<file path="src/rtl/fp_add_ctrl.sv">
// Sequencer for a single-precision IEEE-754 add around an external sign-magnitude mantissa adder.
// Flushes denormals, truncates shifted-out bits, and normalises one bit per cycle.
module fp_add_ctrl (
  input  logic        clk,
  input  logic        rst,
  input  logic        in_valid,
  output logic        in_ready,
  input  logic [31:0] a,
  input  logic [31:0] b,
  output logic        out_valid,
  input  logic        out_ready,
  output logic [31:0] result,
  output logic        busy,
  output logic        add_sA,
  output logic        add_sB,
  output logic [23:0] add_mA,
  output logic [23:0] add_mB,
  input  logic [24:0] add_result,
  input  logic        add_s
);

  typedef enum logic [2:0] {StIdle, StAlign, StAdd, StNorm, StDone} stateT;

  stateT       stateQ, stateD;
  logic        sAQ, sAD, sBQ, sBD, signQ, signD;
  logic [7:0]  eAQ, eAD, eBQ, eBD, expQ, expD;
  logic [23:0] mAQ, mAD, mBQ, mBD;
  logic [24:0] sumQ, sumD;
  logic [31:0] resultQ, resultD;

  logic        aNan, bNan, aInf, bInf, aZero, bZero;
  logic        swap;
  logic [7:0]  expDiff, expDec;
  logic [8:0]  expInc;
  logic [23:0] mSmall, mShifted;

  assign aZero = (a[30:23] == 8'd0);
  assign bZero = (b[30:23] == 8'd0);
  assign aInf  = (&a[30:23]) && !(|a[22:0]);
  assign bInf  = (&b[30:23]) && !(|b[22:0]);
  assign aNan  = (&a[30:23]) && (|a[22:0]);
  assign bNan  = (&b[30:23]) && (|b[22:0]);

  assign swap     = (eBQ > eAQ);
  assign expDiff  = swap ? (eBQ - eAQ) : (eAQ - eBQ);
  assign mSmall   = swap ? mAQ : mBQ;
  assign mShifted = (expDiff >= 8'd24) ? 24'd0 : (mSmall >> expDiff);
  assign expInc   = {1'b0, expQ} + 9'd1;
  assign expDec   = expQ - 8'd1;

  always_comb begin
    stateD  = stateQ;
    sAD     = sAQ;
    sBD     = sBQ;
    eAD     = eAQ;
    eBD     = eBQ;
    mAD     = mAQ;
    mBD     = mBQ;
    expD    = expQ;
    sumD    = sumQ;
    signD   = signQ;
    resultD = resultQ;
    unique case (stateQ)
      StIdle: begin
        if (in_valid) begin
          sAD    = a[31];
          sBD    = b[31];
          eAD    = a[30:23];
          eBD    = b[30:23];
          mAD    = aZero ? 24'd0 : {1'b1, a[22:0]};
          mBD    = bZero ? 24'd0 : {1'b1, b[22:0]};
          stateD = StDone;
          if (aNan || bNan || (aInf && bInf && (a[31] != b[31]))) begin
            resultD = 32'h7FC0_0000;
          end else if (aInf) begin
            resultD = a;
          end else if (bInf) begin
            resultD = b;
          end else if (aZero && bZero) begin
            resultD = 32'h0000_0000;
          end else begin
            stateD = StAlign;
          end
        end
      end
      StAlign: begin
        // A always ends up holding the operand with the larger (or equal) exponent.
        sAD    = swap ? sBQ : sAQ;
        sBD    = swap ? sAQ : sBQ;
        mAD    = swap ? mBQ : mAQ;
        mBD    = mShifted;
        expD   = swap ? eBQ : eAQ;
        stateD = StAdd;
      end
      StAdd: begin
        sumD   = add_result;
        signD  = add_s;
        stateD = StNorm;
      end
      StNorm: begin
        if (sumQ == 25'd0) begin
          resultD = 32'h0000_0000;
          stateD  = StDone;
        end else if (sumQ[24]) begin
          sumD   = sumQ >> 1;
          expD   = expInc[7:0];
          stateD = StDone;
          if (expInc == 9'd255) begin
            resultD = {signQ, 8'hFF, 23'd0};
          end else begin
            resultD = {signQ, expInc[7:0], sumQ[23:1]};
          end
        end else if (sumQ[23]) begin
          resultD = {signQ, expQ, sumQ[22:0]};
          stateD  = StDone;
        end else begin
          sumD = {sumQ[23:0], 1'b0};
          expD = expDec;
          if (expDec == 8'd0) begin
            resultD = 32'h0000_0000;
            stateD  = StDone;
          end
        end
      end
      StDone: begin
        if (out_ready) begin
          stateD = StIdle;
        end
      end
      default: stateD = StIdle;
    endcase
  end

  always_ff @(posedge clk or posedge rst) begin
    if (rst) begin
      stateQ  <= StIdle;
      sAQ     <= 1'b0;
      sBQ     <= 1'b0;
      eAQ     <= 8'd0;
      eBQ     <= 8'd0;
      mAQ     <= 24'd0;
      mBQ     <= 24'd0;
      expQ    <= 8'd0;
      sumQ    <= 25'd0;
      signQ   <= 1'b0;
      resultQ <= 32'd0;
    end else begin
      stateQ  <= stateD;
      sAQ     <= sAD;
      sBQ     <= sBD;
      eAQ     <= eAD;
      eBQ     <= eBD;
      mAQ     <= mAD;
      mBQ     <= mBD;
      expQ    <= expD;
      sumQ    <= sumD;
      signQ   <= signD;
      resultQ <= resultD;
    end
  end

  assign in_ready  = (stateQ == StIdle);
  assign busy      = (stateQ != StIdle);
  assign out_valid = (stateQ == StDone);
  assign result    = resultQ;
  assign add_sA    = sAQ;
  assign add_sB    = sBQ;
  assign add_mA    = mAQ;
  assign add_mB    = mBQ;

endmodule

</file>
<file path="config.mk">
export PLATFORM = sky130hd
export DESIGN_NAME = fp_add_ctrl
export DESIGN_NICKNAME = d
export VERILOG_FILES = /design/src/rtl/fp_add_ctrl.sv
export SDC_FILE = /design/constraint.sdc
export NUM_CORES = 1
export LEC_CHECK = 0
export ABC_AREA = 1
export CAP_MARGIN = 20
export CORE_UTILIZATION = 40
export CTS_BUF_LIST = sky130_fd_sc_hd__clkbuf_16
export CTS_CLUSTER_SIZE = 14
export DETAILED_ROUTE_END_ITERATION = 8
export GPL_TIMING_DRIVEN = 0
export REMOVE_ABC_BUFFERS = 1
export SLEW_MARGIN = 20
export SYNTH_ARGS = -nofsm -noshare
export SYNTH_HDL_FRONTEND = slang
export SYNTH_SLANG_ARGS = --single-unit
</file>
<file path="constraint.sdc">
create_clock -name clk -period 6.9 [get_ports clk]
set_input_delay 2.07 -clock clk [delete_from_list [all_inputs] [get_ports clk]]
set_output_delay 2.07 -clock clk [all_outputs]
set_load 0.01 [all_outputs]
</file>
==> impl_summary.md <==
Global routing
The most utilized layer in the global route result is met2. The largest net degree at the start of global routing is 91. The number of antenna violations at the first check in global routing came to 1. For met1 alone, demand over resource in global routing was 0.369. The number of global-route vias before repair is 9391. The first global-routing pass estimated 50600 µm of wire. The total overflow left after global routing is 0.

In the global route stage, overall resource usage came out at 0.262. For this run, global-route usage on met2 was measured as 0.407. The met3 global-route usage is 0.0373.

Placed design
The final weighted congestion in routability-driven placement is 0.903. The placed wire-length estimate is 23600 µm. In this run the tool buffered the top-level ports with 178 buffer cells. The minimum setup slack after placement is 1.87 ns.

STA
The worst path meets setup with 2.19 ns of slack. The worst-margin pin slew is 1.06 ns. The count of pins over their slew limit is 0.

Setup repair after global routing left no endpoint under its margin. The count of final hold-check violations came to 0. The upper clock frequency limit is 212 MHz. The worst hold margin is 0.468 ns.

The worst path in the final design needs a cycle of 4.71 ns, including I/O delays and setup. Across the routed clock network, the largest skew measured is 0.0129 ns. Dividing the final minimum period by the clock period gives 0.683. Headroom to the max-slew limit came out at 0.294. Setup violations remaining at the end of the flow were counted as 0.

Worst setup path
The slowest stage of the critical path is the sky130_fd_sc_hd__ha_1 cell. The required time at the endpoint of the critical path is 7.25 ns. STA puts the critical path data arrival time at 5.06 ns. The largest stage delay on the critical path is 0.92 ns.

Together, buffers and inverters on the worst path number 2. The most numerous cell type found on the critical path is sky130_fd_sc_hd__nand3_1. STA classifies the critical path endpoint as a flip-flop. In this run the worst path has a maximum fanout of 72.

The kind of cell adding the most delay to the critical path is simple AND/OR/NAND/NOR gates. The signal on the critical path passes through inv_1 -> ha_1 -> nand4_2 -> nand2_4 -> nor2_1 -> nor2_2 -> inv_2 -> nand3_1 -> o211ai_1 -> nand3_1 -> nand3_1 -> a21boi_1. STA classifies the critical path startpoint as a flip-flop.

The startpoint-to-endpoint class of the critical path is flip-flop to flip-flop.

Floorplanning
The die height is 158 µm. The floorplan has 56 rows. The count of pins on the block boundary is 179.

The initial utilization of the core area, before any placement, comes to 0.412. The width of the die is 158 µm. The core region area is 0.0238 mm².

The full die area is 0.0251 mm².

Clock tree
The CTS sink count is 135. The number of gates resized after CTS was 0. TritonCTS built the clock tree. The hold buffer count at cts is 0. The clock latency reported for the late side of the worst-skew pair is 0.43 ns.

Clock-pin slew was measured on the worst setup and hold paths at 0.07 ns. Clock tree synthesis selected as its root buffer the cell sky130_fd_sc_hd__clkbuf_16. No sink is reached through more buffers than the 2 on the longest clock path. Post-CTS timing repair inserted 0 buffers for setup. The number of clock buffers added by TritonCTS is 17.

The H-tree depth reported by CTS is 4.

Synth
Yosys printed 0 warnings. Yosys mapped a number of flops with a built-in enable equal to 0. After synthesis, the share of flip-flops with an asynchronous set or reset is 1.00.

The post-synthesis cell count is 1398. In the synthesized netlist the dominant register cell turns out to be sky130_fd_sc_hd__dfrtp_1. After synthesis, the mean cell area works out to 7.00 µm². The post-synthesis sequential area ratio is 0.345. The synthesized netlist contains 54 unique library cells. Synthesis inferred 135 register bits. In this run the cell area of the synthesized design comes to 0.00979 mm².

Route
The routed wirelength normalized by instance count is 17.3 µm. The routed layout has 10100 vias. The length of the first detailed-routing pass in iterations is 6.

In the routed layout, each cell is associated on average with a via count of 5.42. The residual DRC count is 0. In this run the remaining antenna-violating nets after routing total 0. The routed design has 32000 µm of wire.

For this block, the initial DRC count from the detailed router was 770.

Cells and area
Once layout is complete, the utilization of the core stands at 0.522. The area growth from synthesis to layout is 26.7%. The fraction of layout instances using a drive strength above 1 is 0.0702. The number of nets at the end of the flow is 1640.

The total inserted antenna cells is 0.

Flow run
The total of max-cap violations is 0.

Min path
The tightest min-delay check is of the flip-flop to flip-flop type.

Outcome
The run finished with clean final reports.
## flip-flops by register name, indices dropped and copies added, names as in the netlist, 3 cells and up
signal  flops
result     32
sumQ       25
add_mA     24
add_mB     24
eAQ         8
eBQ         8
expQ        8
stateQ      3
## worst min-delay path: stages, from the launching register on
cell	delay, ns
sky130_fd_sc_hd__dfrtp_1	0.34
sky130_fd_sc_hd__nand2_1	0.05
sky130_fd_sc_hd__nand2_1	0.04
## cells in the mapped netlist (all sizes together) (20+ instances only)
master | count | area share
o211ai | 60 | 0.046
nor2 | 61 | 0.028
o21ai | 134 | 0.069
o22ai | 33 | 0.021
buf | 40 | 0.027
clkbuf | 42 | 0.016
nand3 | 151 | 0.083
nand4 | 20 | 0.013
inv | 170 | 0.066
a21oi | 50 | 0.029
dfrtp | 135 | 0.35
nand2 | 377 | 0.15
## final cells by class
cell class / instances / area (µm²)
multi-input cells: 1010 / 5380
clock inverters: 15 / 159
clock buffers: 17 / 425
inverters: 171 / 654
well taps: 319 / 399
fillers: 2347 / 11300
repair buffers: 190 / 2010
flip-flops and latches: 135 / 3380
## cells by family (layout without fill, tap and decap cells)
kind of cell             count (synthesis)  in the layout  share of synthesized area
AND/OR/NAND/NOR                        645            645                      0.296
flip-flops                             135            135                      0.345
adder cells (fa/ha/maj)                 21             21                     0.0284
AO/OA/AOI/OAI                          324            324                      0.203
XOR/XNOR                                20             20                     0.0179
buffers and inverters                  253            393                      0.109
## cells in the final DEF, fill, tap and decap left out, types with 17 or more instances in the layout
master / n
sky130_fd_sc_hd__inv_1: 159
sky130_fd_sc_hd__o21ai_1: 22
sky130_fd_sc_hd__nand3_1: 140
sky130_fd_sc_hd__a21oi_1: 43
sky130_fd_sc_hd__nor4_1: 17
sky130_fd_sc_hd__ha_1: 19
sky130_fd_sc_hd__clkdlybuf4s50_1: 178
sky130_fd_sc_hd__nand2_1: 366
sky130_fd_sc_hd__nand4_1: 19
sky130_fd_sc_hd__o21ai_0: 109
sky130_fd_sc_hd__nor2_1: 49
sky130_fd_sc_hd__o22ai_1: 33
sky130_fd_sc_hd__o211ai_1: 60
sky130_fd_sc_hd__dfrtp_1: 134
sky130_fd_sc_hd__clkbuf_16: 17
## layer usage
metal / up-vias / part of all wire / wire length (µm)
li1: 4957 / - / -
met1: 4698 / 0.48 / 15200
met2: 352 / 0.44 / 14200
met3: 55 / 0.056 / 1780
met4: 2 / 0.024 / 785
met5: - / 0.00041 / 13
## final timing paths
path / to / from / cells past startpoint / slack [ns]
hold reg to reg: result[8]$_DFFE_PP0P_ / result[8]$_DFFE_PP0P_ / 2 / 0.47
max in group asynchronous: sumQ[24]$_DFFE_PP0P_ / rst / 3 / 4.05
hold / removal: result[8]$_DFFE_PP0P_ / result[8]$_DFFE_PP0P_ / 2 / 0.47
setup reg to reg: add_mB[2]$_DFFE_PP0P_ / eAQ[0]$_DFFE_PP0P_ / 12 / 2.19
setup / recovery: add_mB[2]$_DFFE_PP0P_ / eAQ[0]$_DFFE_PP0P_ / 12 / 2.19
min in group asynchronous: result[7]$_DFFE_PP0P_ / rst / 2 / 2.04
## stage by stage
| stage | cell area, µm² | setup TNS (ns) | instances |
|---|---|---|---|
| after floorplan | 9370 | 0 | 1316 |
| after global placement | 11500 | -153.56 | 1813 |
| after detailed placement | 11800 | 0 | 1824 |
| after CTS | 12400 | 0 | 1856 |
| after global routing | 12400 | 0 | 1857 |
| final | 12400 | 0 | 1857 |
Power is not shown: default switching activity piles up to over one toggle a cycle in this logic, so the estimate is an artifact.
==> patch: new RTL, config.mk and constraints unchanged <==
Reset style: synchronous (`rst`), changed in one clocked block.
--- a/src/rtl/fp_add_ctrl.sv
+++ b/src/rtl/fp_add_ctrl.sv
@@ -131,7 +131,7 @@
     endcase
   end
 
-  always_ff @(posedge clk or posedge rst) begin
+  always_ff @(posedge clk) begin
     if (rst) begin
       stateQ  <= StIdle;
       sAQ     <= 1'b0;
Behaviour: differs if rst is asserted again (counterexample within 4 cycles, from zero or initial values and one cycle with rst high); with rst held inactive, the same outputs for 4 cycles.
==> patch against the unedited design <==
  * Count of clock-buffer cells in the layout did not move
  * Wire length shrank 0.17%
  * Sequential cell count stayed put
  * Non-clock buffer count fell by 3
  * Maximum frequency down 5.8%
  * Synthesized area shrank 5.4%
  * Final area down 5.9%
  * Setup slack worse by 0.29 ns
  * Via count up 1.5%
Power is left out: the tool's default activity adds up to more than one toggle a clock period on the data nets, which glitch-free logic cannot reach.
==> patch: results <==
group,metric,value,unit
status,status,"finished, final reports clean",
route,wl_met3,2.07,mm
final_layout,n_fill_cell,2359,
setup_path,cp_slowest_stage_delay,1.01,ns
route,wl_per_cell,17.3,um
route,vias,10211,
logic_synthesis,ys.flop_type,"dfxtp_1",
timing,skew,0.0146,ns
logic_synthesis,synth_fa_ha_area_share,3.00,%
grt,grt.met1_usage,35.4,%
placed_design,dpl_cell_area,11100,sq um
logic_synthesis,async_reset_ff_share,0,%
placed_design,post-place-ws,1.54,ns
final_layout,nNetsFinal,1666,
logic_synthesis,synth_area_leaders,"dfxtp_1 (29%), nand2_1 (14%), nand3_1 (8.2%)",
logic_synthesis,ys_seq_area_share,29.2,%
logic_synthesis,synth_xor_xnor_area_share,1.80,%
setup_path,cp_max_fo,62,
route,wl_met2,14.5,mm
timing,tightest_slew,1.10,ns
logic_synthesis,synth_cell_types,50,
grt,grt_util_all_layers,27.5,%
final_layout,layout-drive-gt1-share,6.07,%
logic_synthesis,synth.mux.area_fraction,0.108,%
grt,grt_use_met3,5.44,%
grt,use_met2,45.5,%
route,top_layer,"met4",
placed_design,gp_congestion,0.930,
grt,grt_pass1_wl,51.8,mm
logic_synthesis,synth-compound-area-share,23.0,%
placed_design,hpwl,22.8,mm
logic_synthesis,yosys-top-cells-count,"nand2_1 (334), nand3_1 (151), o21ai_0 (141), dfxtp_1 (135), inv_1 (134)",
grt,grt_pass1_vias,9800,
clock_tree,clk_path_buf_depth,2,
route,m1WireLength,14.6,mm
route,drt_iter0_drc,707,
patch: changes by cell type after synthesis, sizes merged, moves of 24 or more:
cell / unedited run / this run
dfrtp: 135 / 0
o211ai: 60 / 5
nand2: 377 / 348
a211oi: 1 / 38
dfxtp: 0 / 135
nor2: 61 / 85
a21oi: 50 / 107
inv: 170 / 141
a31oi: 11 / 46
patch: stage by stage:
step	cells	utilization (%)
after floorplan	1345	-
after global placement	1808	48.0
after detailed placement	1817	48.8
after CTS	1849	51.4
after global routing	1849	51.4
final	1849	51.4
patch: area by class of cell:
class,count,area share [%]
Clock inverter,15,1.54
Inverter,142,4.61
Timing Repair Buffer,187,16.5
Tap cell,285,3.05
Multi-Input combinational cell,1068,47.5
Clock buffer,17,3.64
Sequential cell,135,23.2
patch: worst paths after layout:
kind                                from                       to  slack [ns]  cells past startpoint
setup / recovery     eAQ[0]$_SDFFE_PP0P_  add_mB[22]$_SDFFE_PP0P_        1.90                     12
hold / removal    result[3]$_SDFFE_PP0P_   result[3]$_SDFFE_PP0P_        0.46                      2
setup reg to reg     eAQ[0]$_SDFFE_PP0P_  add_mB[22]$_SDFFE_PP0P_        1.90                     12
hold reg to reg   result[3]$_SDFFE_PP0P_   result[3]$_SDFFE_PP0P_        0.46                      2
patch: logic make-up after synthesis:
| logic type | Yosys count |
|---|---|
| muxes | 1 |
| adders and majority gates | 21 |
| and+or+nand+nor | 650 |
| xor gates and xnor gates | 19 |
| AOI/OAI and AO/OA | 377 |
| DFF | 135 |
| buffers and inverters | 237 |
patch: critical path: cells and delay by family (launching register included):
family,cells,cell delay [ns]
DFF,1,0.33
AOI/OAI and AO/OA,1,0.25
and+or+nand+nor,8,2.72
buffers and inverters,2,0.54
adders and majority gates,1,1.01
